===== src/rtl/bcd_mod_counter_if.sv =====
// rtl/bcd_mod_counter_if.sv - control and digit bundle for the two-digit BCD modulo counter
//
// Signals:
//   enable     count tick qualifier (one step per enabled cycle)
//   up_down    direction, 1 = up, 0 = down (down honoured only with COUNTER_DOWN_EN)
//   load       parallel load strobe
//   load_tens  BCD tens digit to load
//   load_ones  BCD ones digit to load
//   tens/ones  registered BCD value
//   carry_out  registered one-cycle wrap/borrow pulse
//   terminal   combinational "next enabled step wraps" decode
//   load_err   registered one-cycle out-of-range load pulse
// Modports: master drives the controls, slave is the counter.

interface bcd_mod_counter_if;
    logic       enable;
    logic       up_down;
    logic       load;
    logic [3:0] load_tens;
    logic [3:0] load_ones;
    logic [3:0] tens;
    logic [3:0] ones;
    logic       carry_out;
    logic       terminal;
    logic       load_err;

    modport master (
        output enable, up_down, load, load_tens, load_ones,
        input  tens, ones, carry_out, terminal, load_err
    );

    modport slave (
        input  enable, up_down, load, load_tens, load_ones,
        output tens, ones, carry_out, terminal, load_err
    );
endinterface


===== src/rtl/bcd_mod_counter.sv =====
// rtl/bcd_mod_counter.sv - parametrised two-digit BCD modulo-N counter with load and cascade pulse
//
// Optional feature macro: COUNTER_DOWN_EN (honour bus.up_down for down-counting with borrow).
//
// Parameters:
//   MODULUS     count modulus, 2..100; value runs 0..MODULUS-1
//   LOAD_CLAMP  1 = out-of-range load saturates to MODULUS-1, 0 = out-of-range load is ignored
// Ports:
//   clock    system clock, rising edge
//   reset_n  asynchronous active-low reset
//   bus      bcd_mod_counter_if.slave (controls in, digits/pulses out)

module bcd_mod_counter #(
    parameter int MODULUS    = 60,
    parameter bit LOAD_CLAMP = 1'b1
) (
    input  logic                  clock,
    input  logic                  reset_n,
    bcd_mod_counter_if.slave      bus
);

    generate
        if (MODULUS < 2 || MODULUS > 100) begin : g_bad_modulus
            $error("bcd_mod_counter: MODULUS must be in 2..100");
        end
    endgenerate

    // Top legal value split into digits so every range check is a per-digit compare.
    localparam logic [3:0] MAX_TENS = 4'((MODULUS - 1) / 10);
    localparam logic [3:0] MAX_ONES = 4'((MODULUS - 1) % 10);

    logic [3:0] r_tens;
    logic [3:0] r_ones;
    logic       r_carry;
    logic       r_load_err;

    logic [3:0] w_next_tens;
    logic [3:0] w_next_ones;
    logic       w_next_carry;
    logic       w_next_err;
    logic       w_down;
    logic       w_at_max;
    logic       w_at_zero;
    logic       w_load_ok;

`ifdef COUNTER_DOWN_EN
    assign w_down = ~bus.up_down;
`else
    logic w_unused_up_down;
    assign w_unused_up_down = bus.up_down;
    assign w_down           = 1'b0;
`endif

    assign w_at_max  = (r_tens == MAX_TENS) && (r_ones == MAX_ONES);
    assign w_at_zero = (r_tens == 4'd0) && (r_ones == 4'd0);

    // Both digits must be BCD, then the pair must sit at or below MAX_TENS:MAX_ONES.
    assign w_load_ok = (bus.load_ones <= 4'd9) && (bus.load_tens <= 4'd9) &&
                       ((bus.load_tens < MAX_TENS) ||
                        ((bus.load_tens == MAX_TENS) && (bus.load_ones <= MAX_ONES)));

    always_comb begin
        w_next_tens  = r_tens;
        w_next_ones  = r_ones;
        w_next_carry = 1'b0;
        w_next_err   = 1'b0;
        if (bus.load) begin
            // A load always wins over a tick and never produces carry_out.
            if (w_load_ok) begin
                w_next_tens = bus.load_tens;
                w_next_ones = bus.load_ones;
            end else begin
                w_next_err = 1'b1;
                if (LOAD_CLAMP) begin
                    w_next_tens = MAX_TENS;
                    w_next_ones = MAX_ONES;
                end
            end
        end else if (bus.enable) begin
            if (w_down) begin
                if (w_at_zero) begin
                    w_next_tens  = MAX_TENS;
                    w_next_ones  = MAX_ONES;
                    w_next_carry = 1'b1;
                end else if (r_ones != 4'd0) begin
                    w_next_ones = r_ones - 4'd1;
                end else begin
                    w_next_ones = 4'd9;
                    w_next_tens = r_tens - 4'd1;
                end
            end else begin
                if (w_at_max) begin
                    w_next_tens  = 4'd0;
                    w_next_ones  = 4'd0;
                    w_next_carry = 1'b1;
                end else if (r_ones == 4'd9) begin
                    w_next_ones = 4'd0;
                    w_next_tens = r_tens + 4'd1;
                end else begin
                    w_next_ones = r_ones + 4'd1;
                end
            end
        end
    end

    always_ff @(posedge clock or negedge reset_n) begin
        if (!reset_n) begin
            r_tens     <= 4'd0;
            r_ones     <= 4'd0;
            r_carry    <= 1'b0;
            r_load_err <= 1'b0;
        end else begin
            r_tens     <= w_next_tens;
            r_ones     <= w_next_ones;
            r_carry    <= w_next_carry;
            r_load_err <= w_next_err;
        end
    end

    assign bus.tens      = r_tens;
    assign bus.ones      = r_ones;
    assign bus.carry_out = r_carry;
    assign bus.load_err  = r_load_err;
    // Enable-independent so a cascade can look ahead at the wrap.
    assign bus.terminal  = w_down ? w_at_zero : w_at_max;

endmodule


===== src/flat_wrapper.sv =====
// flat-port wrapper written by rule: the top's interface ports become plain ports
module bcd_mod_counter_flat 
#(
    parameter int MODULUS    = 60,
    parameter bit LOAD_CLAMP = 1'b1
)
  (clock, reset_n, bus_enable, bus_up_down, bus_load, bus_load_tens, bus_load_ones, bus_tens, bus_ones, bus_carry_out, bus_terminal, bus_load_err);
  bcd_mod_counter_if bus_i ();
  input  logic clock;
  input  logic reset_n;
  input wire logic [$bits(bus_i.enable)-1:0] bus_enable;
  input wire logic [$bits(bus_i.up_down)-1:0] bus_up_down;
  input wire logic [$bits(bus_i.load)-1:0] bus_load;
  input wire logic [$bits(bus_i.load_tens)-1:0] bus_load_tens;
  input wire logic [$bits(bus_i.load_ones)-1:0] bus_load_ones;
  output wire logic [$bits(bus_i.tens)-1:0] bus_tens;
  output wire logic [$bits(bus_i.ones)-1:0] bus_ones;
  output wire logic [$bits(bus_i.carry_out)-1:0] bus_carry_out;
  output wire logic [$bits(bus_i.terminal)-1:0] bus_terminal;
  output wire logic [$bits(bus_i.load_err)-1:0] bus_load_err;
  assign bus_i.enable = bus_enable;
  assign bus_i.up_down = bus_up_down;
  assign bus_i.load = bus_load;
  assign bus_i.load_tens = bus_load_tens;
  assign bus_i.load_ones = bus_load_ones;
  assign bus_tens = bus_i.tens;
  assign bus_ones = bus_i.ones;
  assign bus_carry_out = bus_i.carry_out;
  assign bus_terminal = bus_i.terminal;
  assign bus_load_err = bus_i.load_err;
  bcd_mod_counter #(.MODULUS(MODULUS), .LOAD_CLAMP(LOAD_CLAMP)) u_core (.clock(clock), .reset_n(reset_n), .bus(bus_i));
endmodule

===== config.mk =====
export PLATFORM = sky130hd
export DESIGN_NAME = bcd_mod_counter_flat
export DESIGN_NICKNAME = d
export VERILOG_FILES = /design/src/rtl/bcd_mod_counter_if.sv /design/src/rtl/bcd_mod_counter.sv /design/src/flat_wrapper.sv
export SDC_FILE = /design/constraint.sdc
export NUM_CORES = 1
export LEC_CHECK = 0
export ABC_AREA = 1
export BUFFER_PORTS_ARGS = -buffer_cell sky130_fd_sc_hd__buf_2
export CAP_MARGIN = 10
export CORE_MARGIN = 2
export CORE_UTILIZATION = 26
export DETAILED_ROUTE_END_ITERATION = 8
export GPL_ROUTABILITY_DRIVEN = 0
export PLACE_DENSITY_LB_ADDON = 0.08
export REMOVE_ABC_BUFFERS = 1
export SETUP_SLACK_MARGIN = 0.1
export SYNTH_ARGS = -nofsm -noshare
export SYNTH_HDL_FRONTEND = slang
export SYNTH_SLANG_ARGS = --single-unit

===== constraint.sdc =====
create_clock -name clock -period 1.1 [get_ports clock]
set_input_delay 0.165 -clock clock [delete_from_list [all_inputs] [get_ports clock]]
set_output_delay 0.165 -clock clock [all_outputs]
set_load 0.01 [all_outputs]

==> run_results.csv <==
group,metric,value,unit
run_status,status,"finished, violations left",
run_status,violations,"negative setup slack",
floorplan,start_util,27.1,%
route,viasPerCell,4.32,
timing,slew_viol_final,0,
timing,hold_viol_final,0,
timing,clock_skew,8.77,ps
timing,setup_viol,14,
timing,tns,-1400,ps
worst_setup_path,crit_required,940,ps
hold_path,hold_path.class,"primary input to flip-flop",
synth,ys_seq_area_share,33.7,%
floorplan,core_area,2730,µm²
place,port_buffers,22,
route,postRouteAntennaNets,0,
clock_network,cts_tree,"built",
pwr,p_per_area,1420,nW/µm²
synth,synthFlopType,"dfrtp_1",
timing,fmaxAchievable,0.740,GHz
route,wl_per_cell,10.4,µm
run,maxCapViolations,0,
layout,multi_input_area,500,µm²
pwr,p_switching,652,µW
synth,synth_cell_type_count,21,
route,vias,761,
global_routing,grt.total_usage,12.3,%
synth,synth-seq-cells,10,
clock_network,insertion_delay,270,ps
global_routing,grt_max_degree,11,
floorplan,die_area,3300,µm²
layout,drive_above_1_share,49.7,%
place,dp_hpwl,1410,µm
pwr,ir_drop,771,µV
layout,final_util,44.7,%
global_routing,grt-ovfl-total,0,
synth,async_flop_share,100,%
synth,avgSynthCellArea,7.13,µm²
pwr,p_int,1080,µW
route,wl,1830,µm
global_routing,grt_pass1_vias,722,
pwr,switching_share,37.7,%
floorplan,dieHeight,57.4,µm
layout,synthToLayoutAreaGrowth,64.6,%
global_routing,grt_pass1_wl,3100,µm
pwr,power_frac_seq,29.1,%
pwr,p_leak,0.000651,µW
layout,n_antenna_cell,0,
worst_setup_path,worstPathArrival,1190,ps
clock_network,cts_root_buffer,"clkbuf_4",
pwr,pwr-share-clk,14.7,%
floorplan,rows,19,
worst_setup_path,cp-end-kind,"output port",
clock_network,clkTransAtPathRegs,70,ps
timing,max-slew-margin-rel,83.1,%
floorplan,die_w,57.4,µm
synth,synth_area,742,µm²
synth,synth_edf_count,0,
global_routing,antenna_found_initial,0,
layout,regArea,253,µm²
clock_network,h-tree-depth,1,
synth,yosys_warnings,0,
timing,tightest_slew,254,ps
worst_setup_path,crit_path_start_kind,"flip-flop",
layout,nFillCells,278,
floorplan,pin_count,24,
layout,final_nets,164,
worst_setup_path,critPathMaxFanout,2,
timing,fin_crit,1350,ps
clock_network,clockBufferDepth,2,
route,drc,0,
clock_network,clkSinkCount,10,
clock_network,cts_buffers,3,
worst_setup_path,path_class,"flip-flop to output port",
route,firstDrtPassIters,4,
timing,rsz0062_at_grt,"yes",
pwr,pwr-share-comb,56.2,%
timing,fin_ws,-251,ps
synth,synthCells,104,
timing,period_share,123,%
route,drt_iter0_drc,8,
[cells in the final DEF, fill, tap and decap left out, drive strengths merged]
cell         count
dlygate4sd3      1
clkbuf           3
nand3           11
xor2             3
o21ai            2
nand4            1
inv             21
a21oi            4
dfrtp           10
buf             38
ha               4
nor3             1
nor2            10
a22oi            1
nand2           35
[worst max-delay path, cell delays in order (launching register included)]
cell     delay [ps]
dfrtp_1         380
inv_1            50
ha_1            150
nand3_1          90
nor2_2          120
buf_2           140
[layout make-up]
type                       count  share of cell area (%)
tap                           31                    3.18
clock buffer                   3                    1.84
multi-input combinational     72                    41.0
inverter                      21                    7.07
sequential                    10                    20.7
timing repair buffer          39                    26.2
[cell usage after synthesis (2+ instances only)]
master	n	area share (%)
nor2_1	8	4.0
inv_1	18	9.1
nand2_4	2	3.0
nand2_1	32	16
ha_1	4	6.7
a21oi_2	2	2.4
a21oi_1	2	1.3
inv_2	3	1.5
xor2_1	3	3.5
nand3_1	10	6.7
dfrtp_1	10	34
[flip-flops by register name (all words and copies together), names as in the netlist]
name / count
u_core.bus.load_err: 1
u_core.bus.tens: 4
u_core.bus.ones: 4
u_core.bus.carry_out: 1
[worst paths after layout]
check / from / to / slack, ps / cells after the start
max: u_core.bus.tens[1] / bus_terminal / -250 / 5
min reg2reg: u_core.bus.tens[3] / u_core.bus.tens[3] / 600 / 3
min: bus_load_ones[2] / u_core.bus.ones[2] / 160 / 3
max reg2reg: u_core.bus.ones[1] / u_core.bus.ones[0] / -140 / 10
max in group asynchronous: reset_n / u_core.bus.tens[2] / 580 / 2
min in group asynchronous: reset_n / u_core.bus.ones[0] / 290 / 2
[per-layer routing]
layer / track usage (%) / vias up / part of all wire, %
li1: - / 405 / -
met1: 17.5 / 338 / 50
met2: 17.4 / 16 / 45
met3: 1.59 / 2 / 3.8
met4: 7.97 / 0 / 1.5
met5: 0 / - / 0
[cells by family (layout without fill, tap and decap cells)]
| kind of cell | Yosys count | after routing | share of synthesized area, % |
|---|---|---|---|
| AO/OA/AOI/OAI | 7 | 7 | 6.58 |
| XOR/XNOR | 3 | 3 | 3.54 |
| adder cells (fa/ha/maj) | 4 | 4 | 6.75 |
| buffers and inverters | 22 | 63 | 12.1 |
| flip-flops | 10 | 10 | 33.7 |
| AND/OR/NAND/NOR | 58 | 58 | 37.3 |
[timing repair]
item                       CTS  global route
setup endpoints to repair   18            18
setup buffers                3             4
pin swaps                    2             9
resized for setup           16            28
hold endpoints to repair    10             0
hold buffers                 1             0
[stage by stage]
stage	std cells	power, µW	setup slack (ps)	cell area, µm²	hold slack [ps]
5_1_grt	176	1880	-361	1220	176
3_3_place_gp	165	1140	-103	947	47.2
2_1_floorplan	103	871	-189	731	-131
4_1_cts	172	1550	-287	1070	149
6_report	176	1730	-251	1220	163
3_5_place_dp	165	1140	-107	947	50.8
[power groups by stage]
stage	Sequential [µW]	Clock (µW)	Combinational, µW
final	505	255	973
after global routing	516	289	1080
after CTS	502	271	781
after detailed placement	502	0	641
after global placement	501	0	639
after floorplan	555	0	317
Power figures use the tool's default switching activity.
